[config.mk]
export PLATFORM = sky130hd
export DESIGN_NAME = spi_byte_sequencer_flat
export DESIGN_NICKNAME = d
export VERILOG_FILES = /design/src/rtl/spi_byte_sequencer_if.sv /design/src/rtl/spi_byte_sequencer.sv /design/src/flat_wrapper.sv
export SDC_FILE = /design/constraint.sdc
export NUM_CORES = 1
export LEC_CHECK = 0
export ABC_AREA = 1
export BUFFER_PORTS_ARGS = -buffer_cell sky130_fd_sc_hd__buf_4
export CAP_MARGIN = 20
export CORE_MARGIN = 2
export CORE_UTILIZATION = 48
export CTS_CLUSTER_SIZE = 16
export DETAILED_ROUTE_END_ITERATION = 7
export PLACE_DENSITY = 0.74
export SYNTH_ARGS = -nofsm -noshare
export SYNTH_HDL_FRONTEND = slang
export SYNTH_SLANG_ARGS = --single-unit
export TNS_END_PERCENT = 20
[constraint.sdc]
create_clock -name clk_in -period 1.3 [get_ports clk_in]
set_clock_uncertainty 0.1 [all_clocks]
set_input_delay 0.39 -clock clk_in [delete_from_list [all_inputs] [get_ports clk_in]]
set_output_delay 0.39 -clock clk_in [all_outputs]
set_load 0.03 [all_outputs]
[src/rtl/spi_byte_sequencer_if.sv]
// rtl/spi_byte_sequencer_if.sv - byte stream in, config/pixel-RAM write ports out
interface spi_byte_sequencer_if #(
  parameter int ADDR_WIDTH = 10
);
  logic                  byte_rdy_in;
  logic [7:0]            byte_data_in;
  logic                  cfg_wr_out;
  logic [7:0]            cfg_data_out;
  logic                  ram_wr_en_out;
  logic [ADDR_WIDTH-1:0] ram_wr_addr_out;
  logic [7:0]            ram_wr_data_out;
  logic                  frame_rdy_out;

  // Byte receiver side: supplies bytes, observes the decoded write ports.
  modport master (
    output byte_rdy_in, byte_data_in,
    input  cfg_wr_out, cfg_data_out, ram_wr_en_out, ram_wr_addr_out,
           ram_wr_data_out, frame_rdy_out
  );

  // Sequencer side.
  modport slave (
    input  byte_rdy_in, byte_data_in,
    output cfg_wr_out, cfg_data_out, ram_wr_en_out, ram_wr_addr_out,
           ram_wr_data_out, frame_rdy_out
  );
endinterface

[src/rtl/spi_byte_sequencer.sv]
// rtl/spi_byte_sequencer.sv - SPI command decoder routing bytes to config register or pixel RAM (option: SPI_SEQ_ADDR_HDR_EN)
module spi_byte_sequencer #(
  parameter int RAM_DEPTH  = 768,
  parameter int ADDR_WIDTH = 10
) (
  input  logic                clk_in,
  input  logic                spi_rst_n,
  spi_byte_sequencer_if.slave bus
);

  localparam logic [7:0] LP_CMD_CONF = 8'h2A;
  localparam logic [7:0] LP_CMD_DATA = 8'h2C;
  localparam logic [7:0] LP_CMD_NOP  = 8'h00;
  localparam logic [ADDR_WIDTH-1:0] LP_LAST_ADDR = ADDR_WIDTH'(RAM_DEPTH - 1);

`ifdef SPI_SEQ_ADDR_HDR_EN
  typedef enum logic [2:0] {
    S_IDLE, S_CONF, S_HDR_HI, S_HDR_LO, S_DATA, S_IGNORE
  } state_t;
  localparam logic [16:0] LP_DEPTH_W = 17'(RAM_DEPTH);
`else
  typedef enum logic [2:0] {
    S_IDLE, S_CONF, S_DATA, S_IGNORE
  } state_t;
`endif

  state_t                r_state;
  logic [ADDR_WIDTH-1:0] r_ptr;
  logic                  r_cfg_wr;
  logic [7:0]            r_cfg_data;
  logic                  r_ram_wr_en;
  logic [ADDR_WIDTH-1:0] r_ram_wr_addr;
  logic [7:0]            r_ram_wr_data;
  logic                  r_frame_rdy;

`ifdef SPI_SEQ_ADDR_HDR_EN
  logic [7:0]  r_hdr_hi;
  logic [15:0] w_hdr_val;
  assign w_hdr_val = {r_hdr_hi, bus.byte_data_in};
`endif

  assign bus.cfg_wr_out      = r_cfg_wr;
  assign bus.cfg_data_out    = r_cfg_data;
  assign bus.ram_wr_en_out   = r_ram_wr_en;
  assign bus.ram_wr_addr_out = r_ram_wr_addr;
  assign bus.ram_wr_data_out = r_ram_wr_data;
  assign bus.frame_rdy_out   = r_frame_rdy;

  // Command/payload FSM; strobes default low so each accepted byte yields a single-cycle pulse.
  always_ff @(posedge clk_in or negedge spi_rst_n) begin
    if (!spi_rst_n) begin
      r_state       <= S_IDLE;
      r_ptr         <= '0;
      r_cfg_wr      <= 1'b0;
      r_cfg_data    <= 8'h00;
      r_ram_wr_en   <= 1'b0;
      r_ram_wr_addr <= '0;
      r_ram_wr_data <= 8'h00;
      r_frame_rdy   <= 1'b0;
`ifdef SPI_SEQ_ADDR_HDR_EN
      r_hdr_hi      <= 8'h00;
`endif
    end else begin
      r_cfg_wr    <= 1'b0;
      r_ram_wr_en <= 1'b0;
      r_frame_rdy <= 1'b0;
      if (bus.byte_rdy_in) begin
        case (r_state)
          S_IDLE: begin
            if (bus.byte_data_in == LP_CMD_CONF) begin
              r_state <= S_CONF;
            end else if (bus.byte_data_in == LP_CMD_DATA) begin
              r_ptr <= '0;
`ifdef SPI_SEQ_ADDR_HDR_EN
              r_state <= S_HDR_HI;
`else
              r_state <= S_DATA;
`endif
            end else if (bus.byte_data_in != LP_CMD_NOP) begin
              r_state <= S_IGNORE;
            end
          end
          S_CONF: begin
            r_cfg_data <= bus.byte_data_in;
            r_cfg_wr   <= 1'b1;
            r_state    <= S_IDLE;
          end
`ifdef SPI_SEQ_ADDR_HDR_EN
          S_HDR_HI: begin
            r_hdr_hi <= bus.byte_data_in;
            r_state  <= S_HDR_LO;
          end
          S_HDR_LO: begin
            // Out-of-range start addresses poison the rest of the CS frame.
            if ({1'b0, w_hdr_val} >= LP_DEPTH_W) begin
              r_state <= S_IGNORE;
            end else begin
              r_ptr   <= w_hdr_val[ADDR_WIDTH-1:0];
              r_state <= S_DATA;
            end
          end
`endif
          S_DATA: begin
            r_ram_wr_en   <= 1'b1;
            r_ram_wr_addr <= r_ptr;
            r_ram_wr_data <= bus.byte_data_in;
            // Last pixel byte closes the frame; no wrap, later bytes are commands again.
            if (r_ptr == LP_LAST_ADDR) begin
              r_frame_rdy <= 1'b1;
              r_state     <= S_IDLE;
            end else begin
              r_ptr <= r_ptr + 1'b1;
            end
          end
          S_IGNORE: begin
            r_state <= S_IGNORE;
          end
          default: begin
            r_state <= S_IGNORE;
          end
        endcase
      end
    end
  end

endmodule

[src/flat_wrapper.sv]
// flat-port wrapper written by rule: the top's interface ports become plain ports
module spi_byte_sequencer_flat 
#(
  parameter int RAM_DEPTH  = 768,
  parameter int ADDR_WIDTH = 10
)
  (clk_in, spi_rst_n, bus_byte_rdy_in, bus_byte_data_in, bus_cfg_wr_out, bus_cfg_data_out, bus_ram_wr_en_out, bus_ram_wr_addr_out, bus_ram_wr_data_out, bus_frame_rdy_out);
  spi_byte_sequencer_if #(.ADDR_WIDTH(ADDR_WIDTH)) bus_i ();
  input  logic clk_in;
  input  logic spi_rst_n;
  input wire logic [$bits(bus_i.byte_rdy_in)-1:0] bus_byte_rdy_in;
  input wire logic [$bits(bus_i.byte_data_in)-1:0] bus_byte_data_in;
  output wire logic [$bits(bus_i.cfg_wr_out)-1:0] bus_cfg_wr_out;
  output wire logic [$bits(bus_i.cfg_data_out)-1:0] bus_cfg_data_out;
  output wire logic [$bits(bus_i.ram_wr_en_out)-1:0] bus_ram_wr_en_out;
  output wire logic [$bits(bus_i.ram_wr_addr_out)-1:0] bus_ram_wr_addr_out;
  output wire logic [$bits(bus_i.ram_wr_data_out)-1:0] bus_ram_wr_data_out;
  output wire logic [$bits(bus_i.frame_rdy_out)-1:0] bus_frame_rdy_out;
  assign bus_i.byte_rdy_in = bus_byte_rdy_in;
  assign bus_i.byte_data_in = bus_byte_data_in;
  assign bus_cfg_wr_out = bus_i.cfg_wr_out;
  assign bus_cfg_data_out = bus_i.cfg_data_out;
  assign bus_ram_wr_en_out = bus_i.ram_wr_en_out;
  assign bus_ram_wr_addr_out = bus_i.ram_wr_addr_out;
  assign bus_ram_wr_data_out = bus_i.ram_wr_data_out;
  assign bus_frame_rdy_out = bus_i.frame_rdy_out;
  spi_byte_sequencer #(.RAM_DEPTH(RAM_DEPTH), .ADDR_WIDTH(ADDR_WIDTH)) u_core (.clk_in(clk_in), .spi_rst_n(spi_rst_n), .bus(bus_i));
endmodule
# ---- After elaboration in Yosys (flattened, before gate mapping)
# Cells that the tools add are included.
# Widths: inputs -> output; s select.
dict set report classes {
  muxes 16
  reduce_logical 7
  add_sub_neg 1
  n_eq_ne 10
}
# op count
set op_table {}
lappend op_table {{$mux 10} 3}
lappend op_table {{$pmux 10 s2} 1}
lappend op_table {{$eq 8x6->1 const B} 2}
lappend op_table {{$mux 3} 4}
lappend op_table {{$add 10x1->10 const B} 1}
lappend op_table {{$eq 10x10->1 const B} 1}
lappend op_table {{$pmux 3 s3} 1}
lappend op_table {{$reduce_bool 8->1} 1}
lappend op_table {{$mux 1} 7}
lappend op_table {{$reduce_and 5->1} 1}
lappend op_table {{$ne 2x1->1 const B} 2}
lappend op_table {{$ne 2x2->1 const B} 2}
lappend op_table {{$ne 4x1->1 const B} 1}
lappend op_table {{$reduce_and 2->1} 2}
lappend op_table {{$eq 3x1->1 const B} 1}
lappend op_table {{$eq 3x2->1 const B} 1}
lappend op_table {{$logic_not 3->1} 1}
lappend op_table {{$reduce_and 3->1} 1}
lappend op_table {{$reduce_bool 2->1} 1}
dict set report word_totals {
  out_inout_bits 29
  in_bits 11
  register_bits 42
  word_cells 42
}

# ---- Logic depth before layout (Yosys ltp)
# Gate-level depths: netlist (run 1).
dict set report logic_depth {
  word_depth 5
  mapped_depth 9
  mapped_depth_nobuf 9
}

# ---- Worst setup path before layout (run 1)
# Ideal clock, no wire load.
dict set report synth_path {
  kind {reg2reg}
  from {register u_core.r_state[0]}
  to {register u_core.r_ptr[0]}
  stages_incl_launch_ff 10
  path_slack_ns -0.140
  period_less_slack_ns 1.440
  t_arrival_ns 1.275
  cell_sequence {dfrtp_1 inv_1 ha_1 buf_4 nor2_1 nor2_2 nand2_2 nor2_1 nand2_1 nand2_1}
}
dict set report synth_via {
  elab_chain_len 3
  word_cells_on_any_way 8
}
# element line_no
set synth_rtl {}
lappend synth_rtl {{start: declaration} spi_byte_sequencer.sv:27} ;# state_t r_state;
lappend synth_rtl {{start signal: assignment} spi_byte_sequencer.sv:52} ;# r_state <= S_IDLE;
lappend synth_rtl {{start signal: assignment} spi_byte_sequencer.sv:71} ;# r_state <= S_CONF;
lappend synth_rtl {{start signal: assignment} spi_byte_sequencer.sv:77} ;# r_state <= S_DATA;
lappend synth_rtl {{$eq 3x2->1 or $logic_not 3->1 (tied branches)} spi_byte_sequencer.sv:68} ;# case (r_state)
lappend synth_rtl {{$ne 2x2->1 (no line), or another cell as far along} -}
lappend synth_rtl {{$reduce_and 5->1 (no line)} -}
lappend synth_rtl {{end signal: assignment} spi_byte_sequencer.sv:112} ;# r_ptr <= r_ptr + 1'b1;
lappend synth_rtl {{end: declaration} spi_byte_sequencer.sv:28} ;# logic [ADDR_WIDTH-1:0] r_ptr;
# Parallel ways exist; a longest one is shown, timed or not.
# A chain may end at the register's enable or synchronous reset.

# ---- Worst setup path in the final report (run 1)
dict set report layout_path {
  from {register u_core.r_ptr[4]}
  to {register u_core.r_ptr[8]}
}
dict set report layout_via {
  elab_chain_len 3
  word_cells_on_any_way 6
}
# element line_no
set layout_rtl {}
lappend layout_rtl {{$add 10x1->10 or $eq 10x10->1 (tied branches)} {spi_byte_sequencer.sv:112, spi_byte_sequencer.sv:108}}
lappend layout_rtl {{$mux 10 or $ne 2x2->1 (tied branches)} -}
lappend layout_rtl {{$pmux 10 s2 or $reduce_and 5->1 (tied branches)} -}
# Parallel ways exist; a longest one is shown, timed or not. The select of a mux whose other input is x is not followed.

==> out/summary.txt, run 1 <==
================================================================================
Status                                                              finished, violations left
Violations in the final reports                                     setup timing
Sequential share of the synthesized area                                   53.5%
Leakage power of the design                                              1.52 nW
Die height                                                               67.2 um
Detailed-router iteration count before antenna repair                          4
Area of the die                                                         4520 um2
Clock tree from TritonCTS                                                    yes
Global-route wire length before repair                                   8860 um
Origin of the critical flop-to-flop path                            u_core.r_ptr[4]$_DFFE_PN0P_
Clock Root Buffer                                                       clkbuf_8
Slew @ Worst Pin                                                        0.303 ns
Post-synthesis xor/xnor area fraction                                     0.913%
Clock network fraction of design power                                     19.0%
Fraction of layout cells with a size suffix above 1                        39.0%
Initial Util                                                               51.3%
Clock tree buffer depth                                                        2
Gp weighted congestion                                                     0.826
Simple logic cell fraction of the synthesized area                         29.1%
Antenna-violating nets left                                                    0
Final worst path period need                                             1.54 ns
Setup repair after global routing missed its margin                         true
Slowest cell on crit path                                                dfrtp_1
Core ar.                                                                3740 um2
Worst path setup slack after routing                                   -0.242 ns
Clock transition at the registers of the reported paths                  0.09 ns
Post-Synth Adder-Cell Area                                                 2.61%
Category of the critical setup timing path                          flop to flop
Count of unique library cells instantiated by Yosys                           20
Max VDD drop                                                             1190 uV
Largest fanout on the critical path                                            5
Sum of negative setup slack                                             -3.20 ns
Global-route total usage across every layer                                26.9%
Design internal power                                                    3.46 mW
Worst skew pair latency                                                  0.30 ns
Total number of nets in the final design                                     332
Crit-path max cell delay                                                 0.39 ns
Max Fclk                                                               0.649 GHz
Total DRC errors in the routed layout                                          0
Number of failing hold endpoints at the final stage                            0
Number of levels in the clock H-tree                                           2
Minimum setup slack after placement                                    -0.236 ns
Total clock sinks                                                             41
Synth Net Count                                                              252
Routed wire length per instance                                          14.7 um
Compound-gate portion of the synthesized area                              8.02%
WP data arrival                                                          1.64 ns
Cell with the most instances on the worst path                           nand2_1
Vias in the first global route                                             1,872
Detailed router's first-iteration violation count                            162
Fraction of post-synthesis cell area in the top cell type by area          53.5%
Type of the most critical hold path                                 input port to flop
Relative contribution of sequential cells to total power                   31.7%
Flip-flop and latch count after synthesis                                     41
Number of antenna violations at the first check in global routing              0
Port Buffers                                                                  39
Proportion of synthesized area in mux cells                                   0%
CP Cell Sequence                                                    nand2_1 -> nor2_4 -> buf_4 -> nand2_1 -> xor2_1 -> nand2_1 -> nand2_1
Final max-slew violation count                                                 0
Fraction of power spent switching nets                                     40.2%
Number of max-capacitance violations reported                                  0
Total placed instance area                                              2550 um2
Worst slew slack as a fraction of its limit                                79.7%
Wire length after detailed routing                                       5380 um
Via count                                                                  1,882
Worst hold start                                                    bus_byte_data_in[6]
Logic pwr share                                                            49.3%
Die outline width                                                        67.2 um
Post-route cell area                                                    2990 um2
Post-route worst hold slack                                             0.293 ns
Worst EP required                                                        1.40 ns
Area Growth Syn to Fin                                                     56.0%
Largest area contributor in the synthesized netlist                      dfrtp_1
Maximum number of pins on one net before global-route repair                  30
Critical path capture point type                                            flop
Power per unit of standard cell area                                 1930 nW/um2
Post-route clock period utilization                                         119%
Number of ports placed on the die boundary                                    40
Total of endpoints with negative setup slack in the final report              40
Average via count per standard cell                                         5.14
Net switching power                                                      2.32 mW
Combinational family with the most area after synthesis             simple AND/OR/NAND/NOR gates
Std cell rows                                                                 22
Avg Cell Area, Syn                                                      8.10 um2
Most area-consuming cells after synthesis                           dfrtp_1 (53%), nand2_1 (18%), o21ai_0 (6.8%)
Sort of element at the start of the critical path                           flop
Slack of the worst reg-to-reg path                                      -0.24 ns
Reg2Reg Depth                                                                  7
Number of standard cells after synthesis                                     237
CTS Buf Count                                                                  5
Count of synthesis-stage warnings from yosys                                   0
Final antenna diode count                                                      0
Half-perimeter wire length after detailed placement                      3370 um
Combined area of all synthesized cells                                  1920 um2
Endpoint of the worst register-to-register path                     u_core.r_ptr[8]$_DFFE_PN0P_
Hold path cells                                                                3
Endpoint, Worst Hold                                                u_core.bus.ram_wr_data_out[6]$_DFFE_PN0P_
GRT overflow                                                                   0
================================================================================
## what timing repair did
| item | in CTS | in global routing |
|---|---|---|
| endpoints found under the hold margin | 15 | 0 |
| setup buffers | 5 | 0 |
| gates resized for setup | 55 | 31 |
| pin swaps | 9 | 5 |
| setup endpoints to repair | 62 | 69 |
| hold buffers | 1 | 0 |
## area by class of cell
| cell class | count | area (um2) |
|---|---|---|
| multi-input combinational | 167 | 945 |
| clock inverter | 2 | 37.5 |
| clock buffer | 6 | 82.6 |
| inverter | 24 | 92.6 |
| fill | 229 | 749 |
| sequential | 41 | 1030 |
| tap | 48 | 60.1 |
| timing repair buffer | 78 | 751 |
## per-layer routing
layer	share of wire, %	wire [um]	global-route usage [%]	up-vias
met2	50	2710	44.6	81
met1	40	2150	33.8	869
met3	5.4	289	4.83	33
met5	0	0	0	-
met4	4.3	230	13.5	0
li1	-	-	-	899
## cell usage in the layout (no fill, tap or decap)
cell type      count
o21ai_0            6
clkinvlp_4         1
ha_4               4
bufinv_16          1
xor2_1             2
nand3_4            2
buf_4             43
buf_6             30
dlygate4sd3_1      1
a21oi_2            1
inv_4              1
a21oi_1            3
nand2_2            7
nand2_1           83
nor3_1             1
nand4_4            1
or2_2              1
nand2_4            5
nor2_4             6
clkbuf_8           6
nor2_2             4
buf_12             4
inv_2              4
dfrtp_1           41
o21ai_1           20
nand3_2            3
nor2_1            15
nand3_1            3
inv_1             19
## synth_stat cells
master / number
a21oi_1: 3
a21oi_2: 1
buf_4: 1
clkbuf_1: 4
dfrtp_1: 41
ha_1: 4
inv_1: 23
inv_2: 1
nand2_1: 91
nand2_2: 4
nand3_1: 6
nand3_2: 2
nand4_2: 1
nor2_1: 19
nor2_2: 4
nor2_4: 2
nor3_1: 1
o21ai_0: 26
or2_2: 1
xor2_1: 2
## per-stage QoR
step	total power, mW	utilization [%]	cells
floorplan	3.11	-	237
global placement	3.95	68.0	352
detailed placement	4.01	68.0	352
CTS	5.62	78.6	366
global route	6.11	80.0	366
finish	5.79	80.0	366
## worst max path at each step
stage / cells past startpoint / slack [ns] / from / endpoint
after floorplan: 8 / -0.11 / u_core.r_state[0]$_DFFE_PN0P_ / u_core.r_ptr[3]$_DFFE_PN0P_
after global placement: 9 / -0.19 / bus_byte_data_in[4] / u_core.r_ptr[5]$_DFFE_PN0P_
after detailed placement: 8 / -0.24 / u_core.r_ptr[1]$_DFFE_PN0P_ / u_core.r_state[1]$_DFFE_PN0P_
after CTS: 8 / -0.17 / u_core.r_ptr[1]$_DFFE_PN0P_ / u_core.r_state[1]$_DFFE_PN0P_
after global routing: 8 / -0.32 / u_core.r_ptr[1]$_DFFE_PN0P_ / u_core.r_ptr[8]$_DFFE_PN0P_
final: 7 / -0.24 / u_core.r_ptr[4]$_DFFE_PN0P_ / u_core.r_ptr[8]$_DFFE_PN0P_
## kinds of logic (layout without fill, tap and decap cells)
| group | count (synthesis) | after routing |
|---|---|---|
| DFF | 41 | 41 |
| AOI/OAI and AO/OA | 30 | 30 |
| buffers and inverters | 29 | 110 |
| xor gates and xnor gates | 2 | 2 |
| adders and majority gates | 4 | 4 |
| and+or+nand+nor | 131 | 131 |
## worst max-delay path: cells and delay by family (launching register included)
kind,cells,cell delay (ns)
simple gates,5,0.63
flops,1,0.39
xor+xnor,1,0.16
buf+inv,1,0.15
## flip-flops by register name, summed over array words and instances (netlist names)
name                        count
u_core.bus.ram_wr_addr_out     10
u_core.r_state                  2
u_core.bus.cfg_wr_out           1
u_core.bus.ram_wr_en_out        1
u_core.bus.ram_wr_data_out      8
u_core.r_ptr                   10
u_core.bus.cfg_data_out         8
u_core.bus.frame_rdy_out        1
## power groups by stage
stage	Clock (mW)	Combinational [mW]	Sequential (mW)
after floorplan	0	0.802	2.31
after global placement	0	2.18	1.77
after detailed placement	0	2.22	1.79
after CTS	1.10	2.68	1.83
after global routing	1.17	3.07	1.87
final	1.10	2.85	1.83
(Power assumes the default switching activity.)
==> inputs of run 2 (changes only) <==
--- a/config.mk
+++ b/config.mk
@@ -13,6 +13,7 @@
 export CTS_CLUSTER_SIZE = 16
 export DETAILED_ROUTE_END_ITERATION = 7
 export PLACE_DENSITY = 0.74
+export SKIP_LAST_GASP = 1
 export SYNTH_ARGS = -nofsm -noshare
 export SYNTH_HDL_FRONTEND = slang
 export SYNTH_SLANG_ARGS = --single-unit
==> out/summary.txt, run 2 (synthesis gave the netlist of run 1 again) <==
================================================================================
Number of fill cells in the layout                                           233
Die height                                                               67.2 um
Detailed router's first-iteration violation count                            135
Number of levels in the clock H-tree                                           2
Largest fanout on the critical path                                            5
Final antenna diode count                                                      0
Wire length after detailed routing                                       5730 um
Port Buffers                                                                  39
Worst EP required                                                        1.39 ns
Max Fclk                                                               0.644 GHz
Setup repair after global routing missed its margin                         true
Number of failing hold endpoints at the final stage                            0
Sort of element at the start of the critical path                           flop
Worst hold start                                                    bus_byte_data_in[2]
Status                                                              finished, violations left
Max VDD drop                                                             1070 uV
Power per unit of standard cell area                                 1930 nW/um2
Placed cell count                                                            352
Final max-slew violation count                                                 0
CP Cell Sequence                                                    ha_4 -> nand2_4 -> nor2_4 -> buf_4 -> nand2_1 -> xor2_1 -> nand2_1 -> nand2_1
Type of the most critical hold path                                 input port to flop
Number of ports placed on the die boundary                                    40
Buffers & Inverters on Critical Path                                           1
Share of the core filled with cells in the final layout                    77.8%
Antenna-violating nets left                                                    0
Leakage power of the design                                              1.51 nW
Critical path capture point type                                            flop
Worst skew pair latency                                                  0.30 ns
Initial Util                                                               51.3%
Slew @ Worst Pin                                                        0.265 ns
Average via count per standard cell                                         5.23
Endpoint, Worst Hold                                                u_core.bus.cfg_data_out[2]$_DFFE_PN0P_
Die outline width                                                        67.2 um
Crit-path max cell delay                                                 0.40 ns
Reg2Reg Depth                                                                  8
Total of endpoints with negative setup slack in the final report              53
GRT overflow                                                                   0
Final instance count without filler cells                                    370
Number of max-capacitance violations reported                                  0
Via count                                                                  1,936
Core ar.                                                                3740 um2
Total number of nets in the final design                                     336
WP data arrival                                                          1.65 ns
Gp weighted congestion                                                     0.826
Routed wire length per instance                                          15.5 um
Area of the die                                                         4520 um2
Maximum number of pins on one net before global-route repair                  30
Fraction of layout cells with a size suffix above 1                        38.2%
Cell with the most instances on the worst path                           nand2_1
Detailed-router iteration count before antenna repair                          4
Clock tree buffer depth                                                        2
CTS Buf Count                                                                  5
Number of antenna violations at the first check in global routing              0
Half-perimeter wire length after detailed placement                      3370 um
Hold path cells                                                                3
Slowest cell on crit path                                                dfrtp_1
Area Growth Syn to Fin                                                     51.8%
Worst slew slack as a fraction of its limit                                82.3%
Global-route wire length before repair                                   8800 um
CP top delay family                                                 simple AND/OR/NAND/NOR gates
Slack of the worst reg-to-reg path                                      -0.25 ns
Endpoint of the worst register-to-register path                     u_core.r_ptr[8]$_DFFE_PN0P_
Std cell rows                                                                 22
Clock transition at the registers of the reported paths                  0.08 ns
Minimum setup slack after placement                                    -0.236 ns
Post-route clock period utilization                                         119%
Violations in the final reports                                     setup timing
Clock tree from TritonCTS                                                    yes
Total clock sinks                                                             41
Total DRC errors in the routed layout                                          0
Global-route total usage across every layer                                26.8%
Worst path setup slack after routing                                   -0.253 ns
Commonest cells after routing, fill and taps aside                  nand2_1 (86), buf_4 (74), dfrtp_1 (41), o21ai_0 (25), inv_1 (19)
Most common library cell in the layout ignoring fill and taps            nand2_1
Origin of the critical flop-to-flop path                            u_core.r_ptr[1]$_DFFE_PN0P_
Vias in the first global route                                             1,813
Final worst path period need                                             1.55 ns
Clock Root Buffer                                                       clkbuf_8
Category of the critical setup timing path                          flop to flop
================================================================================
## run 2: how the worst max path moves through the flow
stage | from | to | slack [ns] | depth (start not counted)
after floorplan | u_core.r_state[0]$_DFFE_PN0P_ | u_core.r_ptr[3]$_DFFE_PN0P_ | -0.11 | 8
after global placement | bus_byte_data_in[4] | u_core.r_ptr[5]$_DFFE_PN0P_ | -0.19 | 9
after detailed placement | u_core.r_ptr[1]$_DFFE_PN0P_ | u_core.r_state[1]$_DFFE_PN0P_ | -0.24 | 8
after CTS | u_core.r_ptr[1]$_DFFE_PN0P_ | u_core.r_state[1]$_DFFE_PN0P_ | -0.17 | 8
after global routing | u_core.r_ptr[1]$_DFFE_PN0P_ | u_core.r_ptr[8]$_DFFE_PN0P_ | -0.34 | 8
final | u_core.r_ptr[1]$_DFFE_PN0P_ | u_core.r_ptr[8]$_DFFE_PN0P_ | -0.25 | 8
## run 2: what timing repair did
action                     CTS  global route
resized for setup           21            11
hold endpoints to repair    15             0
hold buffers                 1             0
setup buffers                5             2
pin swaps                    8             4
cloned                       0             2
setup endpoints to repair   62            70
## run 2: cell type report
class	instances	area (um2)	area share [%]
clock inverter	2	37.5	1.29
inverter	24	92.6	3.18
sequential	41	1030	35.2
timing repair buffer	81	682	23.4
multi-input combinational	168	932	32.0
clock buffer	6	82.6	2.84
tap	48	60.1	2.06
## run 2: per-layer routing
layer / GRT usage, % / vias to the layer above / part of all wire (%)
met5: 0 / - / 0
met4: 12.8 / 0 / 3.6
met1: 32.6 / 913 / 38
met2: 44.8 / 91 / 52
li1: - / 908 / -
met3: 6.50 / 24 / 6.8
## run 2: worst min-delay path, stage by stage
cell and delay [ns]:
buf_4 0.12, inv_1 0.07, o21ai_0 0.08
## run 2: per-stage QoR
stage	setup TNS [ns]	hold WS [ns]	power (mW)	area, um2
after detailed placement	-4.09	0.171	4.01	2550
final	-3.95	0.308	5.62	2910
after CTS	-3.65	0.300	5.39	2830
after global routing	-7.35	0.302	5.93	2910
after floorplan	-1.49	-0.00559	3.11	1940
after global placement	-2.70	0.174	3.95	2550
## run 2: power breakdown
group          switching (mW)  total, mW  leakage (nW)  internal (mW)
Combinational            1.62       2.74         0.913           1.12
Sequential              0.196       1.79         0.543           1.59
Clock                   0.464       1.09        0.0574          0.625
==> inputs of run 3 (changes only) <==
--- a/config.mk
+++ b/config.mk
@@ -9,10 +9,10 @@
 export BUFFER_PORTS_ARGS = -buffer_cell sky130_fd_sc_hd__buf_4
 export CAP_MARGIN = 20
 export CORE_MARGIN = 2
-export CORE_UTILIZATION = 48
+export CORE_UTILIZATION = 54
 export CTS_CLUSTER_SIZE = 16
 export DETAILED_ROUTE_END_ITERATION = 7
-export PLACE_DENSITY = 0.74
+export PLACE_DENSITY = 0.79
 export SKIP_LAST_GASP = 1
 export SYNTH_ARGS = -nofsm -noshare
 export SYNTH_HDL_FRONTEND = slang
==> constraint.sdc (replaced) <==
create_clock -name clk_in -period 1.7 [get_ports clk_in]
set_clock_uncertainty 0.1 [all_clocks]
set_input_delay 0.51 -clock clk_in [delete_from_list [all_inputs] [get_ports clk_in]]
set_output_delay 0.51 -clock clk_in [all_outputs]
set_load 0.03 [all_outputs]
==> out/summary.txt, run 3 (synthesis gave the netlist of run 1 again) <==
================================================================================
Total DRC errors in the routed layout                                          0
Clock tree buffer depth                                                        2
Initial Util                                                               57.1%
Post-route cell area                                                    2380 um2
Number of max-capacitance violations reported                                  0
Setup repair after global routing missed its margin                        false
Total placed instance area                                              2290 um2
CP Cell Sequence                                                    ha_1 -> nand2_2 -> nor2_4 -> nand3_2 -> nand2_1 -> nand3_1 -> nand2_1 -> nand2_1
WP data arrival                                                          1.72 ns
Number of ports placed on the die boundary                                    40
Cell with the most instances on the worst path                           nand2_1
Total of endpoints with negative setup slack in the final report               0
Clock Root Buffer                                                       clkbuf_4
Leakage power of the design                                              1.25 nW
Detailed router's first-iteration violation count                            124
Number of antenna violations at the first check in global routing              0
Area Growth Syn to Fin                                                     24.0%
Core ar.                                                                3360 um2
Status                                                                 completed
CTS hold repair buffers                                                        0
Number of fill cells in the layout                                           269
Global-route wire length before repair                                   6680 um
Clock tree from TritonCTS                                                    yes
Category of the critical setup timing path                          flop to flop
Detailed-router iteration count before antenna repair                          4
Fraction of layout cells with a size suffix above 1                        24.1%
Maximum number of pins on one net before global-route repair                  42
Reg2Reg Depth                                                                  8
Std cell rows                                                                 21
GRT overflow                                                                   0
Clock transition at the registers of the reported paths                  0.11 ns
Die outline width                                                        63.6 um
Wire length after detailed routing                                       3820 um
Worst EP required                                                        1.85 ns
Sort of element at the start of the critical path                           flop
Max Fclk                                                               0.634 GHz
Max VDD drop                                                              888 uV
Commonest cells after routing, fill and taps aside                  nand2_1 (91), buf_4 (42), dfrtp_1 (41), o21ai_0 (26), inv_1 (23)
Power per unit of standard cell area                                 1470 nW/um2
Total clock sinks                                                             41
Via count                                                                  1,564
Slew @ Worst Pin                                                        0.491 ns
Largest fanout on the critical path                                            5
Antenna-violating nets left                                                    0
Gp weighted congestion                                                     0.786
Average via count per standard cell                                         4.77
Area of the die                                                         4050 um2
CTS Buf Count                                                                  5
Most common library cell in the layout ignoring fill and taps            nand2_1
Sum of negative setup slack                                                 0 ns
Half-perimeter wire length after detailed placement                      2780 um
Final antenna diode count                                                      0
Post CTS Setup Buffer Count                                                    0
Port Buffers                                                                  39
Crit-path max cell delay                                                 0.42 ns
Final worst path period need                                             1.58 ns
Worst skew pair latency                                                  0.34 ns
Post-route clock period utilization                                        92.8%
Die height                                                               63.6 um
Vias in the first global route                                             1,456
Number of levels in the clock H-tree                                           2
Number of failing hold endpoints at the final stage                            0
Final max-slew violation count                                                 0
Critical path capture point type                                            flop
Global-route total usage across every layer                                21.6%
Routed wire length per instance                                          11.6 um
Worst slew slack as a fraction of its limit                                67.3%
Total number of nets in the final design                                     297
Slowest cell on crit path                                                dfrtp_1
Type of the most critical hold path                                 input port to async pin
================================================================================
-- run 3: cell count changes in the layout (fill, tap and decap cells not counted), sizes merged --
cell	previous run	this run
clkinvlp	1	0
buf	79	43
dlygate4sd3	1	0
clkinv	0	1
nand3	9	8
clkbuf	7	5
-- run 3: worst paths after layout --
kind                                                            from                                        end  slack, ns
setup / recovery                         u_core.r_ptr[1]$_DFFE_PN0P_              u_core.r_state[1]$_DFFE_PN0P_       0.12
max in group asynchronous                                  spi_rst_n  u_core.bus.ram_wr_data_out[2]$_DFFE_PN0P_       1.14
hold reg to reg            u_core.bus.ram_wr_data_out[4]$_DFFE_PN0P_  u_core.bus.ram_wr_data_out[4]$_DFFE_PN0P_       0.40
min in group clk_in                              bus_byte_data_in[4]  u_core.bus.ram_wr_data_out[4]$_DFFE_PN0P_       0.34
hold / removal                                             spi_rst_n     u_core.bus.cfg_data_out[0]$_DFFE_PN0P_       0.01
setup reg to reg                         u_core.r_ptr[1]$_DFFE_PN0P_              u_core.r_state[1]$_DFFE_PN0P_       0.12
-- run 3: final cells by class --
class	instances	area [um2]	area share (%)
Sequential cell	41	1030	43.1
Multi-Input combinational cell	167	798	33.5
Timing Repair Buffer	43	335	14.1
Inverter	24	90.1	3.79
Tap cell	46	57.6	2.42
Clock buffer	5	37.5	1.58
Clock inverter	2	35.0	1.47
-- run 3: per-layer routing --
layer	wire (um)	vias up	global-route usage [%]
met5	0	-	0
met4	53	0	8.15
met3	248	4	6.25
met2	1680	43	33.0
met1	1840	690	29.2
li1	-	827	-
-- run 3: per-stage QoR --
stage / utilization, % / worst slack, ns / std cells / power (mW) / hold slack, ns
final: 70.8 / 0.122 / 328 / 3.50 / 0.00980
after global routing: 70.8 / 0.00388 / 328 / 3.75 / 0.0386
after CTS: 70.2 / 0.0616 / 328 / 3.50 / 0.0225
after detailed placement: 68.1 / 0.0547 / 321 / 2.90 / 0.372
after global placement: 68.1 / 0.0840 / 321 / 2.88 / 0.365
after floorplan: - / 0.260 / 237 / 2.35 / 0.114
-- run 3: timing repair --
item | 4_1_cts | 5_1_grt
resized for setup | 0 | 4
endpoints found under the setup margin | 0 | 10
endpoints found under the hold margin | 0 | 0
-- run 3: worst max-delay path, delay by kind of cell (launching register included) --
family	cells	cell delay [ns]
adder cells (fa/ha/maj)	1	0.21
flip-flops	1	0.42
AND/OR/NAND/NOR	7	0.74
-- run 3: power breakdown --
group	total, mW	switching (mW)	internal, mW	leakage [nW]
logic	1.54	0.987	0.557	0.666
clock network	0.602	0.302	0.299	0.0410
registers	1.36	0.140	1.22	0.543
total	3.50	1.43	2.07	1.25
